<file path="src/rtl/trace_pkg.sv">
// -----------------------------------------------------------------------------
// trace_pkg
// Shared definitions for the commit trace buffer:
//   - trace_state_t : capture FSM state encoding (IDLE/ARMED/CAPTURE/DONE)
//   - MODE_*        : capture mode encodings driven on the mode input
//   - entry_w()     : width of one stored trace entry as a function of XLEN
//   - off_*()       : bit offsets of each field inside a packed entry
// Entry layout, MSB first: {pc, instr[31:0], rd[4:0], regwrite, wdata}.
// -----------------------------------------------------------------------------
package trace_pkg;

    typedef enum logic [1:0] {
        ST_IDLE    = 2'd0,
        ST_ARMED   = 2'd1,
        ST_CAPTURE = 2'd2,
        ST_DONE    = 2'd3
    } trace_state_t;

    localparam logic [1:0] MODE_FREE      = 2'd0;
    localparam logic [1:0] MODE_STOP_FULL = 2'd1;
    localparam logic [1:0] MODE_TRIG      = 2'd2;
    localparam logic [1:0] MODE_RSVD      = 2'd3;

    localparam int OFF_WDATA = 0;

    function automatic int entry_w(input int xlen);
        return 2 * xlen + 38;
    endfunction

    function automatic int off_regwrite(input int xlen);
        return xlen;
    endfunction

    function automatic int off_rd(input int xlen);
        return xlen + 1;
    endfunction

    function automatic int off_instr(input int xlen);
        return xlen + 6;
    endfunction

    function automatic int off_pc(input int xlen);
        return xlen + 38;
    endfunction

endpackage

</file>
<file path="src/rtl/trace_mem.sv">
// -----------------------------------------------------------------------------
// trace_mem
// Entry storage for the trace buffer: DEPTH x WIDTH register array with one
// synchronous write port and one combinational read port. The array has no
// reset; the owner guarantees stale contents are never presented.
// Ports:
//   i_clk    : clock
//   i_we     : write enable
//   i_waddr  : write address
//   i_wdata  : write data
//   i_raddr  : read address
//   o_rdata  : read data (combinational from i_raddr)
// -----------------------------------------------------------------------------
module trace_mem
    import trace_pkg::*;
#(
    parameter  int DEPTH = 16,
    parameter  int WIDTH = entry_w(64),
    localparam int AW    = $clog2(DEPTH)
) (
    input  logic             i_clk,
    input  logic             i_we,
    input  logic [AW-1:0]    i_waddr,
    input  logic [WIDTH-1:0] i_wdata,
    input  logic [AW-1:0]    i_raddr,
    output logic [WIDTH-1:0] o_rdata
);

    logic [WIDTH-1:0] r_mem [DEPTH];

    always_ff @(posedge i_clk) begin
        if (i_we) begin
            r_mem[i_waddr] <= i_wdata;
        end
    end

    assign o_rdata = r_mem[i_raddr];

endmodule

</file>
<file path="src/rtl/trace_buffer.sv">
// -----------------------------------------------------------------------------
// trace_buffer
// Captures retired-instruction commit records into a circular buffer and
// replays them oldest-first through a valid/ready port once capture is done.
// Modes: FREE (wrap and count overflow), STOP_FULL (stop when full),
// TRIG (wait for trig_pc, then capture POST entries including the trigger).
// Ports:
//   clk, reset        : clock, asynchronous active-low reset
//   commit_*          : one retired instruction per cycle when commit_valid
//   mode, trig_pc     : capture mode (sampled at arm) and trigger PC
//   arm, stop, clear  : control strobes, priority clear > stop > arm > commit
//   rd_valid/ready    : readout handshake, active only in DONE
//   rd_data           : {pc, instr, rd, regwrite, wdata} of oldest entry
//   state, count      : FSM state and number of stored entries
//   overflow          : saturating count of overwritten entries (FREE/TRIG)
//   triggered         : trigger PC has been seen since the last arm/clear
// -----------------------------------------------------------------------------
module trace_buffer
    import trace_pkg::*;
#(
    parameter  int XLEN    = 64,
    parameter  int DEPTH   = 16,
    parameter  int POST    = 8,
    localparam int ENTRY_W = entry_w(XLEN),
    localparam int AW      = $clog2(DEPTH),
    localparam int CW      = AW + 1
) (
    input  logic               clk,
    input  logic               reset,
    input  logic               commit_valid,
    input  logic [XLEN-1:0]    commit_pc,
    input  logic [31:0]        commit_instr,
    input  logic [4:0]         commit_rd,
    input  logic [XLEN-1:0]    commit_wdata,
    input  logic               commit_regwrite,
    input  logic [1:0]         mode,
    input  logic [XLEN-1:0]    trig_pc,
    input  logic               arm,
    input  logic               stop,
    input  logic               clear,
    output logic               rd_valid,
    input  logic               rd_ready,
    output logic [ENTRY_W-1:0] rd_data,
    output logic [1:0]         state,
    output logic [CW-1:0]      count,
    output logic [15:0]        overflow,
    output logic               triggered
);

    localparam logic [CW-1:0] DEPTH_C  = CW'(DEPTH);
    localparam logic [CW-1:0] POST_M1  = CW'(POST - 1);
    localparam logic [CW-1:0] ONE_C    = CW'(1);

    trace_state_t    r_state, w_state_nxt;
    logic [1:0]      r_mode, w_mode_nxt;
    logic [AW-1:0]   r_wptr, w_wptr_nxt;
    logic [AW-1:0]   r_rptr, w_rptr_nxt;
    logic [CW-1:0]   r_count, w_count_nxt;
    logic [15:0]     r_overflow, w_overflow_nxt;
    logic            r_triggered, w_triggered_nxt;
    logic [CW-1:0]   r_post_left, w_post_left_nxt;

    logic               w_we;
    logic               w_rd_valid;
    logic               w_pop;
    logic               w_full;
    logic [ENTRY_W-1:0] w_entry;
    logic [ENTRY_W-1:0] w_mem_rdata;

    assign w_entry    = {commit_pc, commit_instr, commit_rd, commit_regwrite, commit_wdata};
    assign w_rd_valid = (r_state == ST_DONE) && (r_count != '0);
    assign w_pop      = w_rd_valid && rd_ready;
    assign w_full     = (r_count == DEPTH_C);

    trace_mem #(
        .DEPTH (DEPTH),
        .WIDTH (ENTRY_W)
    ) u_mem (
        .i_clk   (clk),
        .i_we    (w_we),
        .i_waddr (r_wptr),
        .i_wdata (w_entry),
        .i_raddr (r_rptr),
        .o_rdata (w_mem_rdata)
    );

    always_ff @(posedge clk or negedge reset) begin
        if (!reset) begin
            r_state     <= ST_IDLE;
            r_mode      <= MODE_FREE;
            r_wptr      <= '0;
            r_rptr      <= '0;
            r_count     <= '0;
            r_overflow  <= '0;
            r_triggered <= 1'b0;
            r_post_left <= '0;
        end else begin
            r_state     <= w_state_nxt;
            r_mode      <= w_mode_nxt;
            r_wptr      <= w_wptr_nxt;
            r_rptr      <= w_rptr_nxt;
            r_count     <= w_count_nxt;
            r_overflow  <= w_overflow_nxt;
            r_triggered <= w_triggered_nxt;
            r_post_left <= w_post_left_nxt;
        end
    end

    always_comb begin
        w_state_nxt     = r_state;
        w_mode_nxt      = r_mode;
        w_wptr_nxt      = r_wptr;
        w_rptr_nxt      = r_rptr;
        w_count_nxt     = r_count;
        w_overflow_nxt  = r_overflow;
        w_triggered_nxt = r_triggered;
        w_post_left_nxt = r_post_left;
        w_we            = 1'b0;

        if (clear) begin
            w_state_nxt     = ST_IDLE;
            w_wptr_nxt      = '0;
            w_rptr_nxt      = '0;
            w_count_nxt     = '0;
            w_overflow_nxt  = '0;
            w_triggered_nxt = 1'b0;
            w_post_left_nxt = '0;
        end else if (stop && (r_state == ST_ARMED || r_state == ST_CAPTURE)) begin
            w_state_nxt = ST_DONE;
        end else if (arm && (r_state == ST_IDLE || r_state == ST_DONE)) begin
            w_wptr_nxt      = '0;
            w_rptr_nxt      = '0;
            w_count_nxt     = '0;
            w_overflow_nxt  = '0;
            w_triggered_nxt = 1'b0;
            w_post_left_nxt = '0;
            w_mode_nxt      = mode;
            w_state_nxt     = (mode == MODE_TRIG) ? ST_ARMED : ST_CAPTURE;
        end else begin
            case (r_state)
                ST_ARMED: begin
                    // Buffer is empty here, so the trigger entry never overwrites.
                    if (commit_valid && (commit_pc == trig_pc)) begin
                        w_we            = 1'b1;
                        w_wptr_nxt      = r_wptr + 1'b1;
                        w_count_nxt     = r_count + 1'b1;
                        w_triggered_nxt = 1'b1;
                        w_post_left_nxt = POST_M1;
                        w_state_nxt     = (POST == 1) ? ST_DONE : ST_CAPTURE;
                    end
                end
                ST_CAPTURE: begin
                    if (commit_valid) begin
                        w_we       = 1'b1;
                        w_wptr_nxt = r_wptr + 1'b1;
                        // STOP_FULL leaves CAPTURE before it can ever be full.
                        if (w_full && (r_mode != MODE_STOP_FULL)) begin
                            w_rptr_nxt     = r_rptr + 1'b1;
                            w_overflow_nxt = (r_overflow == 16'hFFFF) ? r_overflow
                                                                      : r_overflow + 16'd1;
                        end else begin
                            w_count_nxt = r_count + 1'b1;
                        end

                        if (r_mode == MODE_STOP_FULL) begin
                            if (r_count == DEPTH_C - 1'b1) begin
                                w_state_nxt = ST_DONE;
                            end
                        end else if (r_mode == MODE_TRIG) begin
                            // post_left counts entries still owed after the trigger;
                            // the write that exhausts it closes the capture window.
                            if (r_post_left <= ONE_C) begin
                                w_post_left_nxt = '0;
                                w_state_nxt     = ST_DONE;
                            end else begin
                                w_post_left_nxt = r_post_left - 1'b1;
                            end
                        end
                    end
                end
                ST_DONE: begin
                    if (w_pop) begin
                        w_rptr_nxt  = r_rptr + 1'b1;
                        w_count_nxt = r_count - 1'b1;
                    end
                end
                default: begin
                end
            endcase
        end
    end

    assign rd_valid  = w_rd_valid;
    assign rd_data   = w_rd_valid ? w_mem_rdata : '0;
    assign state     = r_state;
    assign count     = r_count;
    assign overflow  = r_overflow;
    assign triggered = r_triggered;

endmodule
</file>
<file path="config.mk">
export PLATFORM = sky130hd
export DESIGN_NAME = trace_buffer
export DESIGN_NICKNAME = d
export VERILOG_FILES = /design/src/rtl/trace_pkg.sv /design/src/rtl/trace_mem.sv /design/src/rtl/trace_buffer.sv
export SDC_FILE = /design/constraint.sdc
export NUM_CORES = 2
export LEC_CHECK = 0
export CORE_AREA = 2 2 438 440
export DETAILED_ROUTE_END_ITERATION = 8
export DIE_AREA = 0 0 440 442
export GPL_ROUTABILITY_DRIVEN = 0
export GPL_TIMING_DRIVEN = 0
export HOLD_SLACK_MARGIN = 0.03
export MAX_ROUTING_LAYER = met4
export PLACE_DENSITY = 0.73
export SLEW_MARGIN = 0
export SYNTH_ARGS = -nofsm -noshare
export SYNTH_HDL_FRONTEND = slang
export SYNTH_HIERARCHICAL = 1
export SYNTH_SLANG_ARGS = --single-unit
</file>
<file path="constraint.sdc">
create_clock -name clk -period 22.3 [get_ports clk]
set_clock_uncertainty 0.15 [all_clocks]
set_input_delay 2.23 -clock clk [delete_from_list [all_inputs] [get_ports clk]]
set_output_delay 2.23 -clock clk [all_outputs]
set_load 0.05 [all_outputs]
</file>
==> impl_metrics.csv <==
group,metric,value,unit
clock_network,ctsHoldBuffers,0,
timing,drv_slew,0,
layout,final_util,65.04,%
clock_network,clock_sinks,2695,
global_route,grt_pass1_wl,397900,microns
drt,ant_nets,0,
layout,multi_input_area,22040,sq um
clock_network,htreeDepth,5,
timing,rsz0062_at_grt,"no",
drt,routed_wl,282600,microns
drt,drc,0,
timing,final-hold-violation-count,0,
timing,finalSetupTns,0,ps
global_route,antenna_found_initial,45,
clock_network,cts_setup_buffers,0,
drt,vias,54520,
die,dieArea,194500,sq um
yosys,syn_avg_cell_area,22.07,sq um
power,vdd_drop_max,0.00006463,V
critical_path,end_kind,"flop",
yosys,syn_inst,4715,
min_path,min_path_type,"flop to flop",
clock_network,clk-insertion-delay-late,900,ps
place,portBuffers,428,
die,die_y,442,microns
power,p_leak,38.79,nW
die,placementRows,160,
die,core,189600,sq um
yosys,synth-simple-area-share,2.583,%
yosys,synth_top_family_by_area,"multiplexers",
yosys,syn-num-nets,4968,
yosys,ys_ff_latch,2695,
die,ios,430,
place,place_hpwl,184700,microns
status,outcome,"complete, no violations",
yosys,synth_area,104000,sq um
clock_network,post_cts_resized,0,
clock_network,numCtsBuffers,285,
timing,worst_pin_slew,1462,ps
power,power_density,104.4,nW/um^2
layout,drive_above_1_share,24.31,%
global_route,grt-ovfl-total,0,
timing,relSlewSlack,2.502,%
layout,fin_nets,5871,
clock_network,cts_tree,"built",
yosys,yosys.area_share.adder,0.1756,%
critical_path,path_class,"input port to flop",
layout,fin_area,123300,sq um
clock_network,root_buffer,"clkbuf_16",
drt,drt_iter0_markers,7399,
die,initial_core_util,54.88,%
global_route,grt_pass1_vias,54530,
die,die_w,440,microns
clock_network,clk_pin_slew,60,ps
layout,fill_cells,12110,
critical_path,crit_fanout,17,
yosys,synth-seq-area-share,77.59,%
yosys,yosys.area.top_type,"edfxtp_1",
timing,fmax,114.4,MHz
timing,fin_crit_sh,39.21,%
clock_network,cts_max_path_buffers,4,
yosys,synth_common_cells,"edfxtp_1 (2,656), mux4_2 (622), a22oi_1 (284), and2_1 (169), nand2_1 (148)",
timing,setup_viol,0,
drt,detailedRoute.firstPassIterationCount,5,
critical_path,cp-start-kind,"input port",
yosys,ys_warn_count,6,
yosys,yosysMostFrequentCell,"edfxtp_1",
yosys,ys_top_cells_by_area,"edfxtp_1 (77%), mux4_2 (13%), a22oi_1 (2.0%)",
drt,avgRoutedWirePerCell,33.87,microns
timing,fin_crit,8745,ps
global_route,grtUsageTotal,29.94,%
yosys,synth_xor_area_share,0.5892,%
drt,vias_per_cell,6.534,
place,placed_area,114600,sq um
layout,final-seq-area,80730,sq um
yosys,async_flop_share,1.447,%
global_route,grt_max_degree,40,
yosys,synth_compound_area_share,3.065,%
critical_path,crit_required,22740,ps
job,maxCapViolations,0,
yosys,synth_edf_count,2656,
yosys,synth_top_area_share,76.66,%
yosys,synth_mux_area_share,14.65,%
yosys,synth_flop_cell,"edfxtp_1",
layout,area_growth,18.50,%
yosys,synth.distinct_cells,69,
critical_path,arrival,9190,ps
cell families (layout without fill, tap and decap cells):
logic type                 count (synthesis)  count (layout)
muxes                                    735             735
adders and majority gates                 14              14
other                                      0              37
and+or+nand+nor                          500             500
AOI/OAI and AO/OA                        425             425
buffers and inverters                    276            1358
xor gates and xnor gates                  70              70
DFF                                     2695            2695
worst max-delay path, cell delays in order:
cell,delay (ps)
clkdlybuf4s50_1,700
xnor2_1,710
nand4_1,580
or4_1,600
nor2_1,280
nand3_1,150
a2111oi_1,1150
nand3b_1,550
nor3_2,720
buf_6,260
buf_6,190
buf_6,190
buf_6,200
buf_6,190
buf_6,190
buf_4,240
placed cells by master, fill, tap and decap left out, types with 19 or more instances in the layout:
cell and count:
mux4_2 622, buf_12 86, mux2_2 56, clkinv_1 55, clkinv_2 36, mux2_1 26, a22oi_1 284, buf_2 99
mux2i_1 31, a221oi_1 19, buf_6 101, diode_2 37, nand2b_1 39, clkdlybuf4s50_1 427, o221ai_1 24, nor2b_1 34
and2_1 169, dfrtp_1 39, nor2_1 31, clkbuf_16 292, nand2_1 148, clkbuf_1 154, buf_4 26, edfxtp_1 2656
xor2_1 58
layer usage:
| metal | part of all wire, % | GRT usage (%) |
|---|---|---|
| met3 | 8.9 | 5.547 |
| met5 | 0 | - |
| met4 | 4.8 | 13.46 |
| met2 | 50 | 46.98 |
| met1 | 37 | 38.51 |
through the flow:
stage	setup WS, ps	cells	hold slack (ps)	power (mW)
final	13560	8345	356.6	12.87
after global routing	13450	8336	364.2	13.25
after CTS	13820	8308	356.3	12.93
after detailed placement	12890	7842	338.6	8.529
after global placement	-11010	7654	327.6	8.491
after floorplan	5505	4715	319.6	7.605
flip-flops by register name (all words and copies together), names as in the netlist:
name and count:
u_mem/r_mem 2656, overflow 16, count 5, r_post_left 5, r_rptr 4, r_wptr 4, r_mode 2, state 2
triggered 1
worst paths after layout:
kind | cells after the start | start | to | slack [ps]
setup / recovery | 16 | commit_pc[47] | u_mem/r_mem[8][57] | 13560
max in group asynchronous | 1 | reset | overflow[2] | 20080
setup reg to reg | 14 | state[1] | u_mem/r_mem[8][57] | 16840
hold / removal | 1 | triggered | triggered | 360
hold reg to reg | 1 | triggered | triggered | 360
min in group asynchronous | 1 | reset | state[0] | 1310
area by class of cell:
cell class              instances  share of cell area [%]
diodes                         37                 0.07509
well taps                    2511                   2.548
flip-flops and latches       2695                   65.48
inverters                      17                 0.05175
plain buffers                 259                   1.087
repair buffers                616                   5.954
clock buffers                 344                   6.085
multi-input cells            1744                   17.87
clock inverters               122                  0.8504
power by group:
group	total (mW)	switching [mW]	internal [mW]
clock	4.43	1.85	2.59
combinational	2.83	1.60	1.23
sequential	5.61	0.0219	5.59
total	12.9	3.47	9.41
(Power assumes the default switching activity.)
